$ cat config.mk
export PLATFORM = sky130hd
export DESIGN_NAME = hci_l2_bank_arbiter
export DESIGN_NICKNAME = d
export VERILOG_FILES = /design/src/rtl/hci_l2_bank_arbiter.sv
export SDC_FILE = /design/constraint.sdc
export NUM_CORES = 1
export LEC_CHECK = 0
export CAP_MARGIN = 20
export CORE_AREA = 2 2 283 285
export DETAILED_ROUTE_END_ITERATION = 8
export DIE_AREA = 0 0 285 287
export GPL_TIMING_DRIVEN = 0
export HOLD_SLACK_MARGIN = 0.05
export PLACE_DENSITY = 0.44
export SYNTH_ARGS = -nofsm -noshare
export SYNTH_HDL_FRONTEND = slang
export SYNTH_SLANG_ARGS = --single-unit
$ cat constraint.sdc
create_clock -name clk_i -period 5.3 [get_ports clk_i]
set_clock_uncertainty 0.2 [all_clocks]
set_input_delay 1.325 -clock clk_i [delete_from_list [all_inputs] [get_ports clk_i]]
set_output_delay 1.325 -clock clk_i [all_outputs]
set_load 0.1 [all_outputs]
$ cat src/rtl/hci_l2_bank_arbiter.sv
// Shares one L2 bank between two priority groups of channels (or one flat round-robin ring),
// with starvation protection for the low-priority group and a fixed-latency response return path.
module hci_l2_bank_arbiter #(
  parameter int N_CH0    = 4,
  parameter int N_CH1    = 2,
  parameter int AW       = 32,
  parameter int DW       = 32,
  parameter int MEM_LAT  = 1,
  parameter int STARVE_W = 8
) (
  input  logic                             clk_i,
  input  logic                             rst_i,
  input  logic                             arb_mode_i,
  input  logic [STARVE_W-1:0]              starve_thr_i,
  input  logic [N_CH0+N_CH1-1:0]           ch_req_i,
  input  logic [N_CH0+N_CH1-1:0][AW-1:0]   ch_add_i,
  input  logic [N_CH0+N_CH1-1:0]           ch_wen_i,
  input  logic [N_CH0+N_CH1-1:0][DW-1:0]   ch_data_i,
  input  logic [N_CH0+N_CH1-1:0][DW/8-1:0] ch_be_i,
  output logic [N_CH0+N_CH1-1:0]           ch_gnt_o,
  output logic [N_CH0+N_CH1-1:0]           ch_r_valid_o,
  output logic [N_CH0+N_CH1-1:0][DW-1:0]   ch_r_data_o,
  output logic                             mem_req_o,
  output logic [AW-1:0]                    mem_add_o,
  output logic                             mem_wen_o,
  output logic [DW-1:0]                    mem_data_o,
  output logic [DW/8-1:0]                  mem_be_o,
  input  logic                             mem_gnt_i,
  input  logic [DW-1:0]                    mem_r_data_i
);

  localparam int N   = N_CH0 + N_CH1;
  localparam int IW  = $clog2(N);
  localparam int P0W = (N_CH0 > 1) ? $clog2(N_CH0) : 1;
  localparam int P1W = (N_CH1 > 1) ? $clog2(N_CH1) : 1;

  // Pointer arithmetic never exceeds 2*m-1, so one conditional subtract replaces a modulo.
  function automatic int wrap(input int v, input int m);
    return (v >= m) ? v - m : v;
  endfunction

  logic [P0W-1:0]      ptr0_q, w0;
  logic [P1W-1:0]      ptr1_q, w1;
  logic [IW-1:0]       gptr_q, wg, win;
  logic [STARVE_W-1:0] cnt_q;
  logic [N_CH1-1:0]    g1_req;
  logic                f0, f1, fg;
  logic                g0_any, g1_any, starve, pick_g1, win_g1, any_req, xfer, g1_lose;

  logic [MEM_LAT-1:0]         pv_q, pwen_q;
  logic [MEM_LAT-1:0][IW-1:0] pidx_q;

  assign g1_req  = ch_req_i[N-1:N_CH0];
  assign g0_any  = |ch_req_i[N_CH0-1:0];
  assign g1_any  = |g1_req;
  assign any_req = |ch_req_i;
  assign xfer    = any_req & mem_gnt_i;

  always_comb begin
    w0 = '0;
    f0 = 1'b0;
    for (int i = 0; i < N_CH0; i++) begin
      if (!f0 && ch_req_i[wrap(int'(ptr0_q) + i, N_CH0)]) begin
        f0 = 1'b1;
        w0 = P0W'(wrap(int'(ptr0_q) + i, N_CH0));
      end
    end
    w1 = '0;
    f1 = 1'b0;
    for (int i = 0; i < N_CH1; i++) begin
      if (!f1 && g1_req[wrap(int'(ptr1_q) + i, N_CH1)]) begin
        f1 = 1'b1;
        w1 = P1W'(wrap(int'(ptr1_q) + i, N_CH1));
      end
    end
    wg = '0;
    fg = 1'b0;
    for (int i = 0; i < N; i++) begin
      if (!fg && ch_req_i[wrap(int'(gptr_q) + i, N)]) begin
        fg = 1'b1;
        wg = IW'(wrap(int'(gptr_q) + i, N));
      end
    end
  end

  assign starve  = (starve_thr_i != '0) && (cnt_q >= starve_thr_i) && g1_any;
  assign pick_g1 = starve || !g0_any;
  assign win     = arb_mode_i ? wg : (pick_g1 ? IW'(N_CH0) + IW'(w1) : IW'(w0));
  assign win_g1  = (int'(win) >= N_CH0);
  assign g1_lose = !arb_mode_i && g1_any && !(xfer && win_g1);

  assign mem_req_o  = any_req;
  assign mem_add_o  = ch_add_i[win];
  assign mem_wen_o  = ch_wen_i[win];
  assign mem_data_o = ch_data_i[win];
  assign mem_be_o   = ch_be_i[win];

  always_comb begin
    ch_gnt_o = '0;
    if (any_req) ch_gnt_o[win] = mem_gnt_i;
  end

  // Only the pointer of the arbiter that actually produced the winner moves.
  always_ff @(posedge clk_i or posedge rst_i) begin
    if (rst_i) begin
      ptr0_q <= '0;
      ptr1_q <= '0;
      gptr_q <= '0;
      cnt_q  <= '0;
    end else begin
      if (xfer) begin
        if (arb_mode_i)  gptr_q <= IW'(wrap(int'(win) + 1, N));
        else if (win_g1) ptr1_q <= P1W'(wrap(int'(w1) + 1, N_CH1));
        else             ptr0_q <= P0W'(wrap(int'(w0) + 1, N_CH0));
      end
      if (xfer && win_g1)               cnt_q <= '0;
      else if (g1_lose && cnt_q != '1)  cnt_q <= cnt_q + 1'b1;
    end
  end

  always_ff @(posedge clk_i or posedge rst_i) begin
    if (rst_i) begin
      pv_q   <= '0;
      pwen_q <= '0;
      pidx_q <= '0;
    end else begin
      pv_q[0]   <= xfer;
      pwen_q[0] <= mem_wen_o;
      pidx_q[0] <= win;
      for (int k = 1; k < MEM_LAT; k++) begin
        pv_q[k]   <= pv_q[k-1];
        pwen_q[k] <= pwen_q[k-1];
        pidx_q[k] <= pidx_q[k-1];
      end
    end
  end

  always_comb begin
    ch_r_valid_o = '0;
    ch_r_data_o  = '0;
    if (pv_q[MEM_LAT-1]) begin
      ch_r_valid_o[pidx_q[MEM_LAT-1]] = 1'b1;
      ch_r_data_o[pidx_q[MEM_LAT-1]]  = pwen_q[MEM_LAT-1] ? mem_r_data_i : '0;
    end
  end

endmodule

* After elaboration in Yosys (flattened, before gate mapping)
Cells that the tools add are included.
Word-level totals: bits in registers 19, bits of input ports 464, output and inout bits 274, logic and storage cells 207
Cells by class: add/subtract/negate cells 29, $lt $le $gt $ge 33, equality and inequality tests 1, multiplexer cells 94, bitwise gates (word level) 5, reductions and logical operators 38
Operators with widths (count):
- $mux W32 | 16
- $lt A32 B5 Y1 const B | 10
- $and A192 B192 Y192 | 1
- $bmux W32 S3 | 2
- $mux W192 | 1
- $demux W32 S3 | 1
- $lt A32 B3 Y1 const B | 2
- $mux W1 | 41
- $bmux W1 S3 | 11
- $mux W3 | 9
- $sub A4 B3 Y5 const B | 5
- $ge A4 B3 Y1 const B | 6
- $ge A3 B3 Y1 const B | 6
- $logic_and A1 B1 Y1 | 17
- $mux W8 | 2
- $sub A3 B3 Y4 const B | 4
- $bmux W4 S3 | 1
- $logic_not A1 Y1 | 12
- $mux W6 | 2
- $mux W2 | 5
- $add A3 B1 Y4 const B | 2
- $add A3 B2 Y4 const B | 2
- $add A3 B3 Y4 const B | 2
- $add A8 B1 Y8 const B | 1
- other kinds (30) | 39

* Longest topological paths before layout
depth after elaboration 29, gate-level depth with buffers 22, depth with buffers taken out 17

* Least setup slack after synthesis
Ideal clock, no wire load.
path type flip-flop to output port, from reg gptr_q[0], to out ch_gnt_o[0], data arrival time 5.749 ns, required time 3.775 ns, path slack -1.974 ns, stages on the path, launching flop included 19, path buffers 5, cell sequence dfrtp_1 buf_6 buf_2 inv_1 ha_1 inv_1 ha_1 a211oi_2 a21boi_1 nor2_1 or3_1 or4_1 o211ai_2 a21o_1 buf_4 buf_6 buf_6 nand2_1 nor3_1
On the way: cells in the longest elaborated chain, start to end 28, elaborated cells on any way between the ends 70, those cells by class add/sub: 11; order compare: 8; mux: 39; bitwise: 1; reduce/logical: 11
Ends and longest elaborated chain:
- start: declaration | line 44 | logic [IW-1:0] gptr_q, wg, win;
- start signal: assignment | line 112 | if (arb_mode_i) gptr_q <= IW'(wrap(int'(win) + 1, N));
- parallel branches: the longest is 20 deep, another holds $sub A4 B3 Y5
- $mux W3 (*) | line 79 | if (!fg && ch_req_i[wrap(int'(gptr_q) + i, N)]) begin
- $mux W3 (*) | line 88 | assign win = arb_mode_i ? wg : (pick_g1 ? IW'(N_CH0) + IW'(w1) : IW'(w0));
- $lt A3 B4 Y1 (implied by the code) or $ge A3 B1 Y1 (tied branches) | line 100 | if (any_req) ch_gnt_o[win] = mem_gnt_i;
- $logic_and A1 B1 Y1 (implied by the code) | line 100
- $mux W1 (implied by the code) | line 100
- $demux W1 S3 (*) | line 100
- $and A6 B6 Y6 (no source line) (*)
- $mux W6 (*) | line 100
- end: declaration | line 20 | output logic [N_CH0+N_CH1-1:0] ch_gnt_o,
Every way passes the cells marked *. The select of a mux whose other input is x is not followed.

* Worst setup path after layout
from in ch_req_i[0], to out mem_data_o[27]
On the way: cells in the longest elaborated chain, start to end 22, elaborated cells on any way between the ends 71, those cells by class mux: 52; reduce/logical: 19
Ends and longest elaborated chain:
- start: declaration | line 15 | input logic [N_CH0+N_CH1-1:0] ch_req_i,
- $bmux W1 S3 | line 79
- $mux W1 (implied by the code) (2 in a row) | line 79
- $mux W1 | line 79
- $logic_not A1 Y1 | line 79
- $logic_and A1 B1 Y1 | line 79
- $mux W1 | line 79
- $logic_not A1 Y1 | line 79
- $logic_and A1 B1 Y1 | line 79
- [5 not listed]
- $logic_and A1 B1 Y1 | line 79
- $mux W1 | line 79
- $logic_not A1 Y1 | line 79
- $logic_and A1 B1 Y1 | line 79
- $mux W3 | line 79
- $mux W3 (*) | line 88
- $bmux W32 S3 (*) | line 95 | assign mem_data_o = ch_data_i[win];
- $mux W32 (implied by the code) (*) | line 95
- end: declaration | line 26 | output logic [DW-1:0] mem_data_o,
Mark *: on every way between the ends. The rest lies on a longest branch, timed or not. The select of a mux whose other input is x is not followed.

==> impl_metrics.toml <==
[clocking]
cts_sinks = 19
h-tree-depth = 1
cts_buffers = 3
clkTransAtPathRegs_ns = 0.06
cts_tree = "done"
hold_buffers = 0
clk-insertion-delay-late_ns = 0.25
clk_path_buf_depth = 2
cts-root-buf = "clkbuf_16"

[worst_setup_path]
critical_path.slowest_cell = "mux4_2"
ff2ff_path_depth = 19
crit_buf_inv = 7
crit_start = "ch_req_i[0]"
r2r_start = "gptr_q[0]$_DFFE_PP0P_"
crit_family = "buffers and inverters"
rrSetupSlack_ns = 0.53
cp_data_arrival_time_ns = 4.62
critPathRequiredTime_ns = 3.77
worstReg2RegEnd = "gptr_q[1]$_DFFE_PP0P_"
max_stage_delay_ns = 0.51
cpMostUsedCell = "buf_6"
endpoint_kind = "primary output"
path_class = "primary input to primary output"
cp_cell_sequence = "buf_6, mux2i_4, mux2i_1, mux4_2, nand3b_4, a211oi_2, o21ai_4, a21o_1, buf_6, buf_12, buf_16, buf_12, a311oi_4, buf_4, mux2i_4, buf_6"
startpoint_type = "primary input"
cp_max_fo = 8

[global_routing]
overflow = 0
grt_pass1_vias = 15128
grt_antenna_before_repair = 17
grt_max_degree = 20
grt_pass1_wl_mm = 113
grt_usage_pct = 19.0

[drt]
antenna_left = 0
dr.pass1.iters = 4
drc = 0
wirelength_mm = 82.8
initialDrtViolationCount = 639
routed_via_density = 4.40
post_drt_wl_per_cell_um = 25.2
vias = 14485

[floorplanning]
num_rows = 103
io_pins = 738
coreArea_sq_um = 78600
die-area_sq_um = 81800
start_util_pct = 11.3
die_h_um = 287
die-width_um = 285

[timing]
fin_crit_ns = 6.14
rsz0062_at_grt = "yes"
hold_viol = 0
finalWorstSetupSlack_ns = -0.843
whs_ns = 0.329
max_freq_mhz = 163
slew_headroom_pct = 25.4
post-route-period-util_pct = 116
worst_pin_slew_ns = 1.11
setup_viol = 75
fin_setup_tns_ns = -52.30
drv_slew = 0

[synth]
ys_seq_area_share_pct = 5.35
synth_nets = 1919
synth_cell_type_count = 60
synth_area_sq_um = 8890
synth-async-reset-ratio_pct = 100
synth-edff-count = 0
synth_warnings = 0
synth_area_per_cell_sq_um = 6.21
ys_ff_latch = 19
syn_inst = 1431
synthFlopType = "dfrtp_1"

[place]
numPortBuffers = 737
place.detailed.hpwl_mm = 69.3
placedCellCount = 3227
gp_congestion = 0.952
placed_area_sq_um = 18300

[hold_path]
hold_class = "register to register"
whs_endpoint = "ptr0_q[0]$_DFFE_PP0P_"
hold-path-cell-count = 2
hp-start = "ptr0_q[0]$_DFFE_PP0P_"

[outcome]
outcome = "finished with violations"
violations = "negative setup slack"

[finish]
drive_above_1_share_pct = 20.7
final_area_sq_um = 20700
final_cell_count_no_fill = 3289
nets = 2722
areaGrowthSynthToFinish_pct = 133

[job]
cap_violations = 0
==> sequential cells by signal (all words and copies together), names as in the netlist <==
| name | flops |
|---|---|
| cnt_q | 8 |
| gptr_q | 3 |
| pidx_q | 3 |
| ptr0_q | 2 |
| ptr1_q | 1 |
| pv_q | 1 |
| pwen_q | 1 |
==> Yosys cell counts, types with 3 or more instances <==
| master | number | area (sq um) |
|---|---|---|
| nor4_1 | 3 | 18.8 |
| nand2_1 | 56 | 210 |
| or3_1 | 5 | 31.3 |
| nand3_1 | 16 | 80.1 |
| o31ai_1 | 3 | 22.5 |
| nor3_1 | 13 | 65.1 |
| a211o_1 | 4 | 35.0 |
| xor2_1 | 6 | 52.6 |
| a21oi_1 | 12 | 60.1 |
| o21ai_0 | 9 | 45.0 |
| dfrtp_1 | 19 | 475 |
| nand2b_1 | 10 | 62.6 |
| clkbuf_1 | 100 | 375 |
| nand4_1 | 6 | 37.5 |
| buf_4 | 7 | 52.6 |
| nor2b_1 | 6 | 37.5 |
| a211oi_1 | 284 | 2130 |
| nor2_1 | 217 | 815 |
| a21o_1 | 3 | 22.5 |
| o21a_1 | 3 | 22.5 |
| a22oi_1 | 3 | 22.5 |
| a311oi_1 | 139 | 1220 |
| buf_6 | 9 | 101 |
| buf_2 | 41 | 205 |
| ha_1 | 24 | 300 |
| inv_1 | 301 | 1130 |
| and3_1 | 4 | 25.0 |
| xnor2_1 | 7 | 61.3 |
| mux2i_1 | 80 | 801 |
==> area by class of cell <==
class	instances	area (sq um)
Antenna cell	6	15.0
Buffer	152	1250
Clock buffer	3	75.1
Clock inverter	1	5.00
Fill cell	8636	57900
Inverter	303	1140
Multi-Input combinational cell	952	8090
Sequential cell	19	477
Tap cell	1050	1310
Timing Repair Buffer	803	8360
==> layer usage <==
layer	GRT usage, %	part of all wire, %	vias up
li1	-	-	6764
met1	21.0	39	6995
met2	37.2	53	640
met3	3.60	6.1	74
met4	3.80	1.8	12
met5	0	0.086	-
==> per-stage QoR <==
step                      utilization [%]  worst slack (ns)
final                                26.4            -0.843
after global routing                 26.4            -0.930
after CTS                            25.0            -0.956
after detailed placement             23.3             -3.83
after global placement               23.2             -4.08
after floorplan                         -             -1.31
==> cells in the final DEF, fill, tap and decap left out, types with 7 or more instances in the layout <==
master	synthesis	layout
nand2b_1	10	10
clkbuf_16	0	7
a311oi_1	139	76
clkbuf_1	100	34
buf_4	7	56
clkbuf_2	0	48
buf_2	41	9
a211oi_2	1	18
clkdlybuf4s50_1	0	648
nand2_1	56	53
dfrtp_1	19	18
xnor2_1	7	7
buf_8	0	12
inv_1	301	294
a311oi_2	0	34
o21ai_0	9	8
mux2i_2	1	16
ha_1	24	16
nor2_1	217	215
a21oi_1	12	8
buf_6	9	78
a211oi_1	284	267
a311oi_4	0	29
buf_12	0	39
clkbuf_4	0	15
mux2i_4	0	26
mux2i_1	80	39
nand3_1	16	16
==> cells by family after synthesis <==
kind of cell / share of synthesized area (%)
muxes: 9.67
xor gates and xnor gates: 1.46
DFF: 5.35
and+or+nand+nor: 16.8
adders and majority gates: 3.38
buffers and inverters: 21.0
AOI/OAI and AO/OA: 42.3
==> what timing repair did <==
| item | CTS | global route |
|---|---|---|
| buffers inserted | 25 | 27 |
| gates cloned | 2 | 4 |
| pin swaps | 25 | 29 |
| endpoints found under the setup margin | 79 | 75 |
| resized for setup | 790 | 218 |
==> worst max-delay path by stage <==
stage	endpoint	slack [ns]	cells after the start
6_report	mem_data_o[27]	-0.84	16
5_1_grt	mem_data_o[27]	-0.93	16
4_1_cts	mem_wen_o	-0.96	15
3_5_place_dp	mem_be_o[2]	-3.83	13
3_3_place_gp	mem_wen_o	-4.08	13
2_1_floorplan	mem_data_o[10]	-1.31	11
==> worst min-delay path, stage by stage, from the launching register on <==
cell and delay, ns:
dfrtp_1 0.38, nand2_1 0.05, o21ai_0 0.06
Power is not shown: default switching activity piles up to over one toggle a cycle in this logic, so the estimate is an artifact.
